### config.mk
export PLATFORM = sky130hd
export DESIGN_NAME = seq_serializer
export DESIGN_NICKNAME = d
export VERILOG_FILES = /design/src/rtl/seq_serializer.sv
export SDC_FILE = /design/constraint.sdc
export NUM_CORES = 1
export LEC_CHECK = 0
export ABC_AREA = 1
export CAP_MARGIN = 20
export CORE_MARGIN = 2
export CORE_UTILIZATION = 55
export DETAILED_ROUTE_END_ITERATION = 8
export GPL_TIMING_DRIVEN = 0
export PLACE_DENSITY = 0.91
export SLEW_MARGIN = 20
export SYNTH_ARGS = -nofsm -noshare
export SYNTH_HDL_FRONTEND = slang
export SYNTH_SLANG_ARGS = --single-unit
### constraint.sdc
create_clock -name clk_i -period 2.2 [get_ports clk_i]
set_input_delay 0.22 -clock clk_i [delete_from_list [all_inputs] [get_ports clk_i]]
set_output_delay 0.22 -clock clk_i [all_outputs]
set_load 0.02 [all_outputs]
### src/rtl/seq_serializer.sv
`default_nettype none
// ============================================================================
// Module      : seq_serializer
// Description : Parallel-to-serial front end for the sequence recognizer.
//               Accepts W-bit words over valid/ready and emits them one bit
//               per clock on x_o, with a one-word holding register so that
//               back-to-back words stream with no idle bit between them.
//               Build option: SERIALIZER_LSB_FIRST_EN selects LSB-first
//               output (default is MSB-first).
// Revision    : 1.0 - initial release
// ============================================================================
module seq_serializer #(
    parameter int W = 8
) (
    input  logic         clk_i,
    input  logic         rst_ni,
    input  logic [W-1:0] din_i,
    input  logic         din_valid_i,
    output logic         din_ready_o,
    output logic         x_o,
    output logic         x_valid_o,
    output logic         busy_o
);

    localparam int                  C_BCNT_W = (W > 1) ? $clog2(W) : 1;
    localparam logic [C_BCNT_W-1:0] C_LAST   = C_BCNT_W'(W - 1);

    typedef enum logic [0:0] {
        ST_IDLE  = 1'b0,
        ST_SHIFT = 1'b1
    } state_t;

    state_t              st_q,        st_d;
    logic [W-1:0]        hold_q,      hold_d;
    logic                hold_full_q, hold_full_d;
    logic [W-1:0]        sreg_q,      sreg_d;
    logic [C_BCNT_W-1:0] bcnt_q,      bcnt_d;
    logic                x_q,         x_d;
    logic                x_valid_q,   x_valid_d;

    logic                w_load;
    logic                w_accept;
    logic [W-1:0]        w_shifted;

    // Hand the held word to the shifter when idle or on the last bit of the
    // current word; a load frees the holding register in the same cycle.
    assign w_load      = hold_full_q & ((st_q == ST_IDLE) | (bcnt_q == C_LAST));
    assign din_ready_o = ~hold_full_q | w_load;
    assign w_accept    = din_valid_i & din_ready_o;

`ifdef SERIALIZER_LSB_FIRST_EN
    assign w_shifted = {1'b0, sreg_q[W-1:1]};
`else
    assign w_shifted = {sreg_q[W-2:0], 1'b0};
`endif

    // State register plus registered serial outputs; reset clears everything.
    always_ff @(posedge clk_i or negedge rst_ni) begin
        if (!rst_ni) begin
            st_q        <= ST_IDLE;
            hold_q      <= '0;
            hold_full_q <= 1'b0;
            sreg_q      <= '0;
            bcnt_q      <= '0;
            x_q         <= 1'b0;
            x_valid_q   <= 1'b0;
        end else begin
            st_q        <= st_d;
            hold_q      <= hold_d;
            hold_full_q <= hold_full_d;
            sreg_q      <= sreg_d;
            bcnt_q      <= bcnt_d;
            x_q         <= x_d;
            x_valid_q   <= x_valid_d;
        end
    end

    // Next-state for holding register, shifter, bit counter and outputs.
    always_comb begin
        st_d        = st_q;
        hold_d      = hold_q;
        hold_full_d = hold_full_q;
        sreg_d      = sreg_q;
        bcnt_d      = bcnt_q;
        x_d         = 1'b0;
        x_valid_d   = 1'b0;

        // A new word always lands in hold; otherwise a load empties it.
        if (w_accept) begin
            hold_d      = din_i;
            hold_full_d = 1'b1;
        end else if (w_load) begin
            hold_full_d = 1'b0;
        end

        case (st_q)
            ST_IDLE: begin
                if (w_load) begin
                    sreg_d = hold_q;
                    bcnt_d = '0;
                    st_d   = ST_SHIFT;
                end
            end
            ST_SHIFT: begin
                if (w_load) begin
                    sreg_d = hold_q;
                    bcnt_d = '0;
                end else if (bcnt_q == C_LAST) begin
                    sreg_d = w_shifted;
                    bcnt_d = '0;
                    st_d   = ST_IDLE;
                end else begin
                    sreg_d = w_shifted;
                    bcnt_d = bcnt_q + C_BCNT_W'(1);
                end
            end
            default: begin
                st_d = ST_IDLE;
            end
        endcase

        // Outputs are registered versions of what the next state presents.
        if (st_d == ST_SHIFT) begin
            x_valid_d = 1'b1;
`ifdef SERIALIZER_LSB_FIRST_EN
            x_d       = sreg_d[0];
`else
            x_d       = sreg_d[W-1];
`endif
        end
    end

    assign x_o       = x_q;
    assign x_valid_o = x_valid_q;
    assign busy_o    = (st_q == ST_SHIFT) | hold_full_q;

endmodule
`default_nettype wire

=== Word-level counts from Yosys, hierarchy flattened ===
Cells that the tools add are included.

* Register bits after elaboration: 23
* Output and inout bits: 4
* Logic and storage cells: 34

* Add/subtract/negate cells: 1
* Equal/unequal tests: 2
* Multiplexer cells: 15
* Bitwise operators: 7
* Reduce and logical (&&, ||, !) cells: 1

{| class="wikitable"
|+ Operator list
! operator !! count
|-
| 2-to-1 mux 8 bit || 2
|-
| case mux 8 bit (2 select lines) || 1
|-
| 2-to-1 mux 3 bit || 3
|-
| 2-to-1 mux 1 bit || 7
|-
| case mux 3 bit (2 select lines) || 1
|-
| adder 3 x 1 -> 3 bit, second input constant || 1
|-
| == test 3 bit, second input constant || 1
|-
| OR 1 bit || 3
|-
| bitwise AND 1 bit || 2
|-
| != test 2 bit, second input constant || 1
|-
| inverter 1 bit || 2
|-
| case mux 1 bit (2 select lines) || 1
|-
| nonzero test 2 bit || 1
|}

=== Depth between registers and ports, before layout ===
Gate-level depths: netlist (run 1).

* Word-level depth: 6
* Depth in mapped cells: 8
* Gate-level depth less buffers: 8

=== Worst setup path before layout (run 1) ===
OpenSTA, ideal clock, no wires.

* Path kind: register to register
* Start point: register bcnt_q[0]
* End point: register hold_q[0]
* Data arrival time: 1214 ps
* Required time: 2083 ps
* Slack: 870 ps
* Stages on the path, launching flop included: 8
* Path buffers: 1
* Period minus slack after synthesis: 1330 ps
* Cell sequence: dfrtp_1 ha_1 ha_1 nor2_2 nand2_1 buf_6 nand3_1 nand2_1

* Longest elaborated chain between the ends: 5

{| class="wikitable"
|+ RTL lines
! what !! line !! text
|-
| start: declaration || 37 || <nowiki>logic [C_BCNT_W-1:0] bcnt_q, bcnt_d;</nowiki>
|-
| start signal: assignment || 72 || <nowiki>bcnt_q <= bcnt_d;</nowiki>
|-
| == test 3 bit || 47 || <nowiki>assign w_load = hold_full_q & ((st_q == ST_IDLE) | (bcnt_q == C_LAST));</nowiki>
|-
| OR 1 bit || 47 ||
|-
| bitwise AND 1 bit || 47 ||
|-
| OR 1 bit || 48 || <nowiki>assign din_ready_o = ~hold_full_q | w_load;</nowiki>
|-
| named net din_ready_o || 19 || <nowiki>output logic din_ready_o,</nowiki>
|-
| bitwise AND 1 bit || 49 || <nowiki>assign w_accept = din_valid_i & din_ready_o;</nowiki>
|-
| end signal: assignment || 69 || <nowiki>hold_q <= hold_d;</nowiki>
|-
| end: declaration || 34 || <nowiki>logic [W-1:0] hold_q, hold_d;</nowiki>
|}

The timed path passes the listed nets, and every way through them passes these cells.
A chain may end at the register's enable or synchronous reset.

=== Worst setup path after layout (run 1) ===
* Start point: register bcnt_q[0]
* End point: output port din_ready_o

* Longest elaborated chain between the ends: 4

{| class="wikitable"
|+ RTL lines
! what !! line
|-
| == test 3 bit || 47
|-
| OR 1 bit || 47
|-
| bitwise AND 1 bit || 47
|-
| OR 1 bit || 48
|-
| end: declaration || 19
|}

Every way passes these cells.

==> results of run 1 <==
kinds of logic after synthesis:
family / Yosys count
AO/OA/AOI/OAI: 1
adder cells (fa/ha/maj): 2
buffers and inverters: 12
flip-flops: 22
AND/OR/NAND/NOR: 73
worst max-delay path, delay by kind of cell, from the launching register on:
kind | cells | cell delay, ns
simple gates | 2 | 0.24
buf+inv | 2 | 0.47
fa+ha+maj | 2 | 0.42
flops | 1 | 0.42
area by class of cell:
type | instances | area, sq um
Timing Repair Buffer | 13 | 129
Multi-Input combinational cell | 76 | 369
Clock buffer | 3 | 22.5
Sequential cell | 22 | 551
Fill cell | 135 | 534
Buffer | 5 | 45.0
Tap cell | 25 | 31.3
Inverter | 7 | 26.3
power breakdown:
group / internal [mW] / leakage [nW] / switching, mW
logic: 0.243 / 0.304 / 0.345
registers: 0.572 / 0.276 / 0.101
clock network: 0.0637 / 0.0138 / 0.108
sequential cells by signal, indices dropped and copies added (netlist names):
signal	count
hold_q	8
sreg_q	8
bcnt_q	3
hold_full_q	1
st_q	1
x_o	1
metal layers:
metal  track usage (%)  routed length (um)  vias to the layer above
met1              25.2                 706                      362
met4              6.86                  10                        0
met5                 0                   0                        -
li1                  -                   -                      389
met3              3.53                  82                        2
met2              32.5                 825                       25
cells in the mapped netlist:
cell type	number	area share, %
buf_1	1	0.38
buf_4	1	0.76
buf_6	3	3.4
dfrtp_1	22	56
ha_1	2	2.5
inv_1	6	2.3
inv_2	1	0.38
nand2_1	36	14
nand2_2	2	1.3
nand2_4	1	1.1
nand3_1	29	15
nand3b_1	1	0.76
nor2_1	1	0.38
nor2_2	2	1.3
nor2_4	1	1.1
o21ai_0	1	0.50
per-stage QoR:
| stage | hold slack (ns) | power, mW | worst slack, ns | util [%] | cells |
|---|---|---|---|---|---|
| 2_1_floorplan | -0.0756 | 1.10 | 0.870 | - | 110 |
| 3_3_place_gp | 0.451 | 1.25 | 0.268 | 67.5 | 148 |
| 3_5_place_dp | 0.463 | 1.29 | 0.254 | 67.5 | 148 |
| 4_1_cts | 0.301 | 1.45 | 0.117 | 68.7 | 151 |
| 5_1_grt | 0.325 | 1.57 | 0.0301 | 68.7 | 151 |
| 6_report | 0.303 | 1.43 | 0.126 | 68.7 | 151 |
final timing paths:
kind | end | startpoint
max in group asynchronous | hold_q[6]$_DFFE_PN0P_ | rst_ni
setup reg to reg | x_o$_DFF_PN0_ | bcnt_q[0]$_DFFE_PN0P_
hold reg to reg | hold_q[7]$_DFFE_PN0P_ | hold_q[7]$_DFFE_PN0P_
setup / recovery | din_ready_o | bcnt_q[0]$_DFFE_PN0P_
hold / removal | hold_q[1]$_DFFE_PN0P_ | din_valid_i
min in group asynchronous | bcnt_q[2]$_DFFE_PN0P_ | rst_ni
==> impl_metrics.csv, run 1 <==
group,metric,value,unit
clocking,cts_resized,1,
floorplan,num_io_pins,15,
synth,synth_xor_area_share,0,%
clocking,clk_pin_slew,0.11,ns
min_path,hp-class,"input port to flop",
synth,synth-seq-cells,22,
pwr,leakagePower,0.594,nW
global_route,grt_max_degree,23,
floorplan,num_rows,15,
clocking,cts_tree,"built",
route,drc_errors,0,
flow_run,cap_violations,0,
route,detail_route.wl_per_cell,10.8,um
sta,rsz0062_at_grt,"no",
sta,tns,0,ns
worst_setup_path,rr_worst_depth,8,
route,num_vias,778,
worst_setup_path,rrSetupSlack,0.71,ns
sta,worstMarginPinSlew,0.936,ns
synth,yosys.area_share.simple,34.2,%
worst_setup_path,worstPathRequired,1.98,ns
pwr,p_per_area,1220,nW/um^2
synth,postSynthAreaPerCell,9.01,sq um
sta,period_share,94.3,%
route,first_pass_iters,4,
clocking,cts_setup_buffers,0,
route,drt.antenna.violating_nets,0,
cells_and_area,antenna_cells,0,
sta,clock_skew,0.00449,ns
floorplan,fp.dieH,46.4,um
sta,max_slew_margin,37.4,%
worst_setup_path,end_kind,"output port",
clocking,cts_buffer_depth,2,
cells_and_area,nets,141,
sta,hold_violations,0,
worst_setup_path,arrival,1.85,ns
min_path,min_path_cells,3,
sta,layout_min_cycle_time,2.07,ns
synth,netlist_area,991,sq um
floorplan,start_util,58.0,%
worst_setup_path,criticalPathCategory,"flop to output port",
cells_and_area,area_delta_synth_final,18.4,%
global_route,grt_pass1_wl,2940,um
floorplan,core-area,1710,sq um
sta,max_freq,482,MHz
placed_design,portBuffers,13,
route,drt_iter0_drc,8,
sta,finalSetupViolations,0,
placed_design,placed_cell_area,1150,sq um
status,status,"completed",
pwr,max-vdd-ir-drop,0.719,mV
floorplan,die_area,2160,sq um
synth,synth_compound_area_share,0.505,%
route,totalWireLength,1630,um
worst_setup_path,start_kind,"flop",
clocking,clock_tree.root_cell,"clkbuf_4",
synth,postSynthCellCount,110,
synth,synth_mux_area_share,0,%
clocking,cts-hold-fix-buffers,0,
cells_and_area,mostFrequentLayoutCells,"nand2_1 (36), nand3_1 (29), dfrtp_1 (22)",
cells_and_area,layout_commonest_cell,"nand2_1",
synth,yosysWarnings,0,
clocking,numCtsBuffers,3,
synth,synth_top_family_by_area,"simple AND/OR/NAND/NOR gates",
worst_setup_path,worstPathMaxFanout,10,
clocking,htreeDepth,1,
worst_setup_path,slowest_delay,0.42,ns
worst_setup_path,path_common_cell,"ha_1",
worst_setup_path,path_cells,"ha_1, ha_1, nor2_2, nand2_1, buf_6, dlygate4sd2_1",
synth,synth.distinct_cells,16,
placed_design,gp_congestion,0.715,
clocking,clk_latency,0.29,ns
global_route,track_usage,19.5,%
cells_and_area,final_area,1170,sq um
synth,synthAdderAreaFrac,2.53,%
sta,drv_slew,0,
global_route,grt_pass1_vias,716,
placed_design,place_hpwl,1240,um
clocking,cts_sinks,22,
synth,synthesis.nets,123,
route,viasPerCell,5.15,
worst_setup_path,critical-path-slowest-cell,"dfrtp_1",
global_route,antenna_found_initial,0,
floorplan,fp.dieW,46.4,um
synth,ys_seq_area_share,55.6,%
global_route,grt_overflow_total,0,
cells_and_area,layout-drive-gt1-share,11.1,%
Note: power is estimated with default switching activity, not from simulation.
==> inputs of run 2 (changes only) <==
--- a/config.mk
+++ b/config.mk
@@ -7,7 +7,7 @@
 export LEC_CHECK = 0
 export ABC_AREA = 1
 export CAP_MARGIN = 20
-export CORE_MARGIN = 2
+export CORE_MARGIN = 4
 export CORE_UTILIZATION = 55
 export DETAILED_ROUTE_END_ITERATION = 8
 export GPL_TIMING_DRIVEN = 0
==> impl_metrics.csv, run 2 (same netlist as run 1, synthesis figures left out) <==
group,metric,value,unit
route,drt_iter0_drc,15,
global_route,antenna_found_initial,0,
floorplan,num_io_pins,15,
route,drt.antenna.violating_nets,0,
global_route,grt_pass1_wl,3290,um
sta,max_slew_margin,35.8,%
sta,tns,0,ns
status,status,"completed",
min_path,hp-class,"input port to flop",
route,totalWireLength,1780,um
min_path,min_path_cells,3,
worst_setup_path,start_kind,"flop",
floorplan,fp.dieH,50.4,um
clocking,clock_tree.root_cell,"clkbuf_4",
sta,rsz0062_at_grt,"no",
placed_design,placed_cell_area,1150,sq um
sta,finalSetupViolations,0,
cells_and_area,area_delta_synth_final,21.5,%
global_route,grt_overflow_total,0,
cells_and_area,nets,141,
sta,worstMarginPinSlew,0.960,ns
route,num_vias,773,
floorplan,start_util,58.0,%
worst_setup_path,path_cells,"ha_1, ha_1, nor2_2, nand2_1, buf_6, dlygate4sd2_1",
global_route,track_usage,16.9,%
worst_setup_path,worstPathMaxFanout,10,
clocking,cts_sinks,22,
worst_setup_path,slowest_delay,0.42,ns
clocking,clk_pin_slew,0.13,ns
floorplan,die_area,2540,sq um
worst_setup_path,critical-path-slowest-cell,"dfrtp_1",
floorplan,fp.dieW,50.4,um
worst_setup_path,end_kind,"output port",
route,first_pass_iters,4,
worst_setup_path,worstPathRequired,1.98,ns
cells_and_area,reg.largest.list,"hold_q x8, sreg_q x8, bcnt_q x3",
pwr,leakagePower,0.608,nW
cells_and_area,antenna_cells,0,
cells_and_area,mostFrequentLayoutCells,"nand2_1 (36), nand3_1 (29), dfrtp_1 (22)",
clocking,cts_setup_buffers,0,
global_route,grt_max_degree,23,
pwr,p_per_area,1310,nW/um^2
cells_and_area,final_area,1200,sq um
clocking,cts_tree,"built",
clocking,cts-hold-fix-buffers,0,
route,drc_errors,0,
floorplan,num_rows,15,
cells_and_area,layout-drive-gt1-share,11.8,%
route,detail_route.wl_per_cell,11.7,um
worst_setup_path,timing.rr.start,"bcnt_q[0]$_DFFE_PN0P_",
worst_setup_path,timing.rr.end,"x_o$_DFF_PN0_",
worst_setup_path,criticalPathCategory,"flop to output port",
sta,drv_slew,0,
cells_and_area,fillers,143,
sta,period_share,95.0,%
clocking,numCtsBuffers,3,
sta,clock_skew,0.00513,ns
route,viasPerCell,5.09,
sta,layout_min_cycle_time,2.09,ns
worst_setup_path,path_common_cell,"ha_1",
sta,hold_violations,0,
placed_design,place_hpwl,1310,um
placed_design,gp_congestion,0.767,
worst_setup_path,rr_worst_depth,8,
clocking,cts_buffer_depth,2,
worst_setup_path,arrival,1.87,ns
cells_and_area,register_area,551,sq um
flow_run,cap_violations,0,
sta,max_freq,478,MHz
pwr,max-vdd-ir-drop,0.894,mV
cells_and_area,multi_input_area,369,sq um
placed_design,portBuffers,13,
global_route,grt_pass1_vias,779,
clocking,htreeDepth,1,
floorplan,core-area,1710,sq um
min_path,min-delay-start,"din_valid_i",
min_path,min_to,"hold_q[0]$_DFFE_PN0P_",
worst_setup_path,rrSetupSlack,0.69,ns
cells_and_area,layout_commonest_cell,"nand2_1",
clocking,clk_latency,0.32,ns
run 2: cell type report:
class | count | share of cell area [%]
tap | 25 | 2.60
clock buffer | 3 | 1.87
buffer | 5 | 3.74
clock inverter | 1 | 2.49
inverter | 7 | 2.18
sequential | 22 | 45.7
timing repair buffer | 13 | 10.7
multi-input combinational | 76 | 30.7
run 2: worst max path at each step:
| stage | from | to | slack [ns] | cells past startpoint |
|---|---|---|---|---|
| floorplan | bcnt_q[0]$_DFFE_PN0P_ | hold_q[0]$_DFFE_PN0P_ | 0.87 | 7 |
| global placement | bcnt_q[0]$_DFFE_PN0P_ | din_ready_o | 0.27 | 6 |
| detailed placement | bcnt_q[0]$_DFFE_PN0P_ | din_ready_o | 0.25 | 6 |
| CTS | bcnt_q[0]$_DFFE_PN0P_ | din_ready_o | 0.10 | 6 |
| global route | bcnt_q[0]$_DFFE_PN0P_ | din_ready_o | 0.008 | 6 |
| finish | bcnt_q[0]$_DFFE_PN0P_ | din_ready_o | 0.11 | 6 |
run 2: routing by layer:
layer | GRT usage (%) | share of wire (%)
met1 | 19.8 | 43
met3 | 4.45 | 5.7
met4 | 7.17 | 0.96
met5 | 0 | 0
met2 | 28.9 | 50
run 2: metrics by stage:
stage | hold slack (ns) | setup WS (ns) | total power [mW] | std cells | util, %
3_3_place_gp | 0.453 | 0.267 | 1.25 | 148 | 67.5
4_1_cts | 0.282 | 0.102 | 1.59 | 152 | 70.5
3_5_place_dp | 0.450 | 0.249 | 1.29 | 148 | 67.5
6_report | 0.274 | 0.110 | 1.58 | 152 | 70.5
2_1_floorplan | -0.0756 | 0.870 | 1.10 | 110 | -
5_1_grt | 0.288 | 0.00849 | 1.71 | 152 | 70.5
run 2: critical path: cells and delay by family, from the launching register on:
kind                       cells  cell delay, ns
DFF                            1            0.42
adders and majority gates      2            0.42
and+or+nand+nor                2            0.24
buffers and inverters          2            0.48
run 2: where the power goes:
part / internal (mW) / total [mW] / switching, mW
Combinational: 0.243 / 0.595 / 0.351
Sequential: 0.572 / 0.671 / 0.0997
Clock: 0.184 / 0.313 / 0.129
Total: 0.999 / 1.58 / 0.580
run 2: repair_timing:
action	4_1_cts	5_1_grt
hold endpoints to repair	0	0
endpoints found under the setup margin	1	0
gates resized for setup	1	0
